==> config.mk <==
export PLATFORM = sky130hd
export DESIGN_NAME = mem_port_arbiter_flat
export DESIGN_NICKNAME = d
export VERILOG_FILES = /design/src/rtl/mem_port_arbiter_if.sv /design/src/rtl/mem_port_arbiter.sv /design/src/flat_wrapper.sv
export SDC_FILE = /design/constraint.sdc
export NUM_CORES = 1
export LEC_CHECK = 0
export ABC_AREA = 1
export BUFFER_PORTS_ARGS = -buffer_cell sky130_fd_sc_hd__buf_2
export CELL_PAD_IN_SITES_DETAIL_PLACEMENT = 0
export CELL_PAD_IN_SITES_GLOBAL_PLACEMENT = 1
export CORE_MARGIN = 2
export CORE_UTILIZATION = 36
export CTS_BUF_LIST = sky130_fd_sc_hd__clkbuf_8 sky130_fd_sc_hd__clkbuf_16
export CTS_CLUSTER_DIAMETER = 30
export CTS_CLUSTER_SIZE = 16
export DETAILED_ROUTE_END_ITERATION = 10
export PLACE_DENSITY_LB_ADDON = 0.1
export SETUP_SLACK_MARGIN = 0.1
export SYNTH_ARGS = -nofsm -noshare
export SYNTH_HDL_FRONTEND = slang
export SYNTH_SLANG_ARGS = --single-unit
==> constraint.sdc <==
create_clock -name clk -period 3.7 [get_ports clk]
set_input_delay 0.185 -clock clk [delete_from_list [all_inputs] [get_ports clk]]
set_output_delay 0.185 -clock clk [all_outputs]
set_load 0.005 [all_outputs]
==> src/rtl/mem_port_arbiter_if.sv <==
// Bus bundle between the core's IF/MEM requesters, the arbiter and the
// single-ported byte-addressed memory.
interface mem_port_arbiter_if #(
    parameter int AW = 8
);
    logic          if_req;
    logic [AW-1:0] if_addr;
    logic          if_ready;
    logic [31:0]   if_instr;
    logic          d_read;
    logic          d_write;
    logic [AW-1:0] d_addr;
    logic [31:0]   d_wdata;
    logic [2:0]    d_func3;
    logic          d_ready;
    logic [31:0]   d_rdata;
    logic          d_err;
    logic          stall;
    logic          mem_read;
    logic          mem_write;
    logic [AW-1:0] mem_addr;
    logic [31:0]   mem_wdata;
    logic [2:0]    mem_func3;
    logic [31:0]   mem_rdata;

    modport slave (
        input  if_req, if_addr,
        input  d_read, d_write, d_addr, d_wdata, d_func3,
        input  mem_rdata,
        output if_ready, if_instr,
        output d_ready, d_rdata, d_err, stall,
        output mem_read, mem_write, mem_addr, mem_wdata, mem_func3
    );

    modport master (
        output if_req, if_addr,
        output d_read, d_write, d_addr, d_wdata, d_func3,
        output mem_rdata,
        input  if_ready, if_instr,
        input  d_ready, d_rdata, d_err, stall,
        input  mem_read, mem_write, mem_addr, mem_wdata, mem_func3
    );
endinterface

==> src/rtl/mem_port_arbiter.sv <==
// Fetch vs load/store arbiter for a unified single-ported memory.
// Every access runs IDLE -> ISSUE -> RESP; bad sizes/alignments short-cut via ERR_D.
module mem_port_arbiter #(
    parameter int AW           = 8,
    parameter int MAX_DATA_RUN = 3,
    parameter int CHECK_ALIGN  = 1
) (
    input logic               clk,
    input logic               rst_n,
    mem_port_arbiter_if.slave bus
);
    localparam int RW = $clog2(MAX_DATA_RUN + 1);

    typedef enum logic [2:0] {
        IDLE, ISSUE_I, ISSUE_D, RESP_I, RESP_D, ERR_D
    } state_t;

    state_t        state_q, state_d;
    logic [RW-1:0] run_q, run_d;
    logic [AW-1:0] addr_q, addr_d;
    logic [31:0]   wdata_q, wdata_d;
    logic [2:0]    func3_q, func3_d;
    logic          store_q, store_d;
    logic [31:0]   instr_q, instr_d;
    logic [31:0]   rdata_q, rdata_d;

    logic d_req;
    logic bad_code;
    logic misaligned;
    logic fetch_wins;
    logic if_rdy;
    logic d_rdy;

    always_comb begin
        d_req    = bus.d_read | bus.d_write;
        bad_code = (bus.d_func3[1:0] == 2'b11)
                 | (bus.d_func3[2] & bus.d_func3[1])
                 | (bus.d_write & bus.d_func3[2]);
        misaligned = (CHECK_ALIGN != 0) &&
                     (((bus.d_func3[1:0] == 2'b01) && bus.d_addr[0]) ||
                      ((bus.d_func3[1:0] == 2'b10) && (bus.d_addr[1:0] != 2'b00)));
        fetch_wins = bus.if_req && (run_q == RW'(MAX_DATA_RUN));
    end

    always_comb begin
        state_d = state_q;
        run_d   = run_q;
        addr_d  = addr_q;
        wdata_d = wdata_q;
        func3_d = func3_q;
        store_d = store_q;
        instr_d = instr_q;
        rdata_d = rdata_q;
        if_rdy  = 1'b0;
        d_rdy   = 1'b0;

        bus.d_err     = 1'b0;
        bus.mem_read  = 1'b0;
        bus.mem_write = 1'b0;
        bus.mem_addr  = '0;
        bus.mem_wdata = '0;
        bus.mem_func3 = '0;

        unique case (state_q)
            IDLE: begin
                if (d_req && !fetch_wins) begin
                    state_d = (bad_code || misaligned) ? ERR_D : ISSUE_D;
                    addr_d  = bus.d_addr;
                    wdata_d = bus.d_wdata;
                    func3_d = bus.d_func3;
                    store_d = bus.d_write;
                    run_d   = bus.if_req ? run_q + RW'(1) : '0;
                end else if (bus.if_req) begin
                    state_d = ISSUE_I;
                    addr_d  = bus.if_addr;
                    run_d   = '0;
                end else begin
                    run_d = '0;
                end
            end
            ISSUE_I: begin
                bus.mem_read  = 1'b1;
                bus.mem_addr  = addr_q;
                bus.mem_func3 = 3'b010;
                state_d       = RESP_I;
            end
            ISSUE_D: begin
                bus.mem_read  = ~store_q;
                bus.mem_write = store_q;
                bus.mem_addr  = addr_q;
                bus.mem_wdata = store_q ? wdata_q : '0;
                bus.mem_func3 = func3_q;
                state_d       = RESP_D;
            end
            RESP_I: begin
                if_rdy  = 1'b1;
                instr_d = bus.mem_rdata;
                state_d = IDLE;
            end
            RESP_D: begin
                d_rdy   = 1'b1;
                rdata_d = store_q ? '0 : bus.mem_rdata;
                state_d = IDLE;
            end
            ERR_D: begin
                d_rdy     = 1'b1;
                bus.d_err = 1'b1;
                rdata_d   = '0;
                state_d   = IDLE;
            end
            default: state_d = IDLE;
        endcase
    end

    // Ready data is forwarded in the RESP cycle and held afterwards.
    assign bus.if_ready = if_rdy;
    assign bus.d_ready  = d_rdy;
    assign bus.if_instr = instr_d;
    assign bus.d_rdata  = rdata_d;
    assign bus.stall    = rst_n & ((bus.if_req & ~if_rdy) | (d_req & ~d_rdy));

    always_ff @(posedge clk) begin
        if (!rst_n) begin
            state_q <= IDLE;
            run_q   <= '0;
            addr_q  <= '0;
            wdata_q <= '0;
            func3_q <= '0;
            store_q <= 1'b0;
            instr_q <= '0;
            rdata_q <= '0;
        end else begin
            state_q <= state_d;
            run_q   <= run_d;
            addr_q  <= addr_d;
            wdata_q <= wdata_d;
            func3_q <= func3_d;
            store_q <= store_d;
            instr_q <= instr_d;
            rdata_q <= rdata_d;
        end
    end
endmodule

==> src/flat_wrapper.sv <==
// flat-port wrapper written by rule: the top's interface ports become plain ports
module mem_port_arbiter_flat 
#(
    parameter int AW           = 8,
    parameter int MAX_DATA_RUN = 3,
    parameter int CHECK_ALIGN  = 1
)
  (clk, rst_n, bus_if_req, bus_if_addr, bus_d_read, bus_d_write, bus_d_addr, bus_d_wdata, bus_d_func3, bus_mem_rdata, bus_if_ready, bus_if_instr, bus_d_ready, bus_d_rdata, bus_d_err, bus_stall, bus_mem_read, bus_mem_write, bus_mem_addr, bus_mem_wdata, bus_mem_func3);
  mem_port_arbiter_if #(.AW(AW)) bus_i ();
  input logic clk;
  input logic rst_n;
  input wire logic [$bits(bus_i.if_req)-1:0] bus_if_req;
  input wire logic [$bits(bus_i.if_addr)-1:0] bus_if_addr;
  input wire logic [$bits(bus_i.d_read)-1:0] bus_d_read;
  input wire logic [$bits(bus_i.d_write)-1:0] bus_d_write;
  input wire logic [$bits(bus_i.d_addr)-1:0] bus_d_addr;
  input wire logic [$bits(bus_i.d_wdata)-1:0] bus_d_wdata;
  input wire logic [$bits(bus_i.d_func3)-1:0] bus_d_func3;
  input wire logic [$bits(bus_i.mem_rdata)-1:0] bus_mem_rdata;
  output wire logic [$bits(bus_i.if_ready)-1:0] bus_if_ready;
  output wire logic [$bits(bus_i.if_instr)-1:0] bus_if_instr;
  output wire logic [$bits(bus_i.d_ready)-1:0] bus_d_ready;
  output wire logic [$bits(bus_i.d_rdata)-1:0] bus_d_rdata;
  output wire logic [$bits(bus_i.d_err)-1:0] bus_d_err;
  output wire logic [$bits(bus_i.stall)-1:0] bus_stall;
  output wire logic [$bits(bus_i.mem_read)-1:0] bus_mem_read;
  output wire logic [$bits(bus_i.mem_write)-1:0] bus_mem_write;
  output wire logic [$bits(bus_i.mem_addr)-1:0] bus_mem_addr;
  output wire logic [$bits(bus_i.mem_wdata)-1:0] bus_mem_wdata;
  output wire logic [$bits(bus_i.mem_func3)-1:0] bus_mem_func3;
  assign bus_i.if_req = bus_if_req;
  assign bus_i.if_addr = bus_if_addr;
  assign bus_i.d_read = bus_d_read;
  assign bus_i.d_write = bus_d_write;
  assign bus_i.d_addr = bus_d_addr;
  assign bus_i.d_wdata = bus_d_wdata;
  assign bus_i.d_func3 = bus_d_func3;
  assign bus_i.mem_rdata = bus_mem_rdata;
  assign bus_if_ready = bus_i.if_ready;
  assign bus_if_instr = bus_i.if_instr;
  assign bus_d_ready = bus_i.d_ready;
  assign bus_d_rdata = bus_i.d_rdata;
  assign bus_d_err = bus_i.d_err;
  assign bus_stall = bus_i.stall;
  assign bus_mem_read = bus_i.mem_read;
  assign bus_mem_write = bus_i.mem_write;
  assign bus_mem_addr = bus_i.mem_addr;
  assign bus_mem_wdata = bus_i.mem_wdata;
  assign bus_mem_func3 = bus_i.mem_func3;
  mem_port_arbiter #(.AW(AW), .MAX_DATA_RUN(MAX_DATA_RUN), .CHECK_ALIGN(CHECK_ALIGN)) u_core (.clk(clk), .rst_n(rst_n), .bus(bus_i));
endmodule
==> impl_metrics.json <==
{
  "place_hpwl_microns": 9540,
  "drv_slew": 0,
  "required_ps": 3510,
  "cts_setup_buffers": 0,
  "powerDensity_nw_per_um2": 626,
  "gr-total-overflow": 0,
  "nets": 1005,
  "ys_ff_latch": 113,
  "cts_hold_buffers": 29,
  "die_h_microns": 122,
  "start_util": 0.365,
  "startpoint_type": "register",
  "rsz0062_at_grt": "false",
  "outcome": "finished clean",
  "drt_iter0_drc": 276,
  "maxCapViolCount": 0,
  "grt_pass1_vias": 4613,
  "min_period_ps": 2560,
  "fin_worst_skew_ps": 5.15,
  "yosysSeqAreaShare": 0.452,
  "yosys.area_share.adder": 0.00250,
  "routed_wirelength_microns": 14200,
  "yosysWarnings": 0,
  "port-buffer-count": 200,
  "cts-root-buf": "clkbuf_16",
  "cts_sinks": 113,
  "ys_types": 30,
  "path_class": "reg2out",
  "drc": 0,
  "max_slew_margin": 0.476,
  "synth_top_family_by_area": "simple AND/OR/NAND/NOR gates",
  "post-route-period-util": 0.691,
  "power.leakage_nw": 3.82,
  "finalHoldViolCount": 0,
  "final_common_cell": "buf_2",
  "rows": 43,
  "hold_path.class": "in2reg",
  "setup-tns-final_ps": 0,
  "cts.clk_slew.worst_paths_ps": 50,
  "yosys.area_share.simple": 0.319,
  "routedWlPerCell_microns": 12.8,
  "end_kind": "output pin",
  "synth_compound_area_frac": 0.126,
  "grt_start_max_net_pins": 48,
  "cp_data_arrival_time_ps": 2370,
  "final_cell_mix": "200 x buf_2, 157 x nand2_1, 156 x nor2_1, 113 x dfxtp_1, 61 x o21ai_0",
  "ir_drop_v": 0.000334,
  "finalHoldWorstSlack_ps": 31.5,
  "avgSynthCellArea_sq_um": 7.09,
  "drtAntennaViolNets": 0,
  "fmax_mhz": 391,
  "synth_mux_area_frac": 0,
  "clk_latency_ps": 410,
  "place_inst": 1048,
  "cts_tree": "yes",
  "layout-drive-gt1-share": 0.286,
  "syn_nets": 794,
  "setup_violations": 0,
  "synth_cells": 705,
  "place_congestion": 0.781,
  "grt.total_usage": 0.189,
  "cp_max_fo": 34,
  "numCtsBuffers": 17,
  "antenna_found_initial": 0,
  "synthToLayoutAreaGrowth_pct": 38.5,
  "ctsResizeCount": 0,
  "synth_area_sq_um": 5000,
  "grt_pass1_wl_microns": 22000,
  "die_area_sq_um": 14900,
  "ios": 201,
  "vias": 5089,
  "htree_levels": 4,
  "die_width_microns": 122,
  "synthXorXnorAreaFrac": 0,
  "core-area_sq_um": 13700,
  "fill_cells": 1440,
  "fin_cells": 1109,
  "antenna_cells": 0,
  "clockBufferDepth": 2,
  "firstDrtPassIters": 4,
  "vias_per_cell": 4.59,
  "worstMarginPinSlew_ps": 786
}
cell usage after synthesis, drive strengths merged:
cell	count	share of area
o21ai	79	0.086
clkbuf	17	0.013
nand3	4	0.0065
or2	32	0.040
ha	1	0.0025
inv	60	0.046
and3	7	0.0088
dfxtp	113	0.45
a21oi	40	0.040
nor3	2	0.0030
nor2	161	0.13
nand2	166	0.13
nand4	1	0.0013
buf	22	0.042
state kept, by name (all words and copies together) (netlist names):
name,flops
u_core.rdata_q,32
u_core.run_q,2
u_core.instr_q,32
u_core.wdata_q,32
u_core.addr_q,8
u_core.store_q,1
u_core.state_q,3
u_core.func3_q,3
area by class of cell:
type / instances / area, sq um / area share
sequential: 113 / 2260 / 0.327
multi-input combinational: 493 / 2240 / 0.323
timing repair buffer: 231 / 1310 / 0.189
clock buffer: 19 / 453 / 0.0654
inverter: 60 / 230 / 0.0332
tap: 180 / 225 / 0.0325
clock inverter: 13 / 215 / 0.0311
final timing paths:
path	startpoint	endpoint	slack, ps	cells past startpoint
hold reg to reg	u_core.rdata_q[30]	u_core.rdata_q[30]	470	2
setup reg to reg	u_core.state_q[0]	u_core.instr_q[7]	1740	5
hold / removal	bus_d_wdata[1]	u_core.wdata_q[1]	30	3
setup / recovery	u_core.state_q[0]	bus_if_instr[7]	1140	6
worst max-delay path: stages, from the launching register on:
cell and delay [ps]:
dfxtp_1 470, nand3_4 420, inv_2 540, or2_1 170
o21ai_0 130, inv_1 110, buf_2 110
power breakdown:
group	internal [mW]	switching [mW]	total (mW)
clock network	1.29	0.553	1.84
logic	0.370	0.629	0.998
registers	1.41	0.0857	1.50
cells by family (layout without fill, tap and decap cells):
logic type               Yosys count  after routing
flip-flops                       113            113
adder cells (fa/ha/maj)            1              1
AND/OR/NAND/NOR                  373            373
AO/OA/AOI/OAI                    119            119
buffers and inverters             99            323
metrics by stage:
stage                      util  power [mW]  setup slack [ps]  area, sq um
final                     0.505        4.34              1140         6930
after global routing      0.505        4.59              1020         6930
after CTS                 0.505        4.39              1120         6930
after detailed placement  0.435        2.51              1570         5970
after global placement    0.435        2.49              1650         5970
after floorplan               -        2.23              2400         5000
per-layer routing:
metal | GRT usage | vias to the layer above | wire, microns
met2 | 0.300 | 165 | 6510
met1 | 0.238 | 2303 | 6500
li1 | - | 2607 | -
met3 | 0.0627 | 14 | 1010
met4 | 0.0682 | 0 | 167
met5 | 0 | - | 0
No activity file was read; power rests on OpenSTA's default activity.
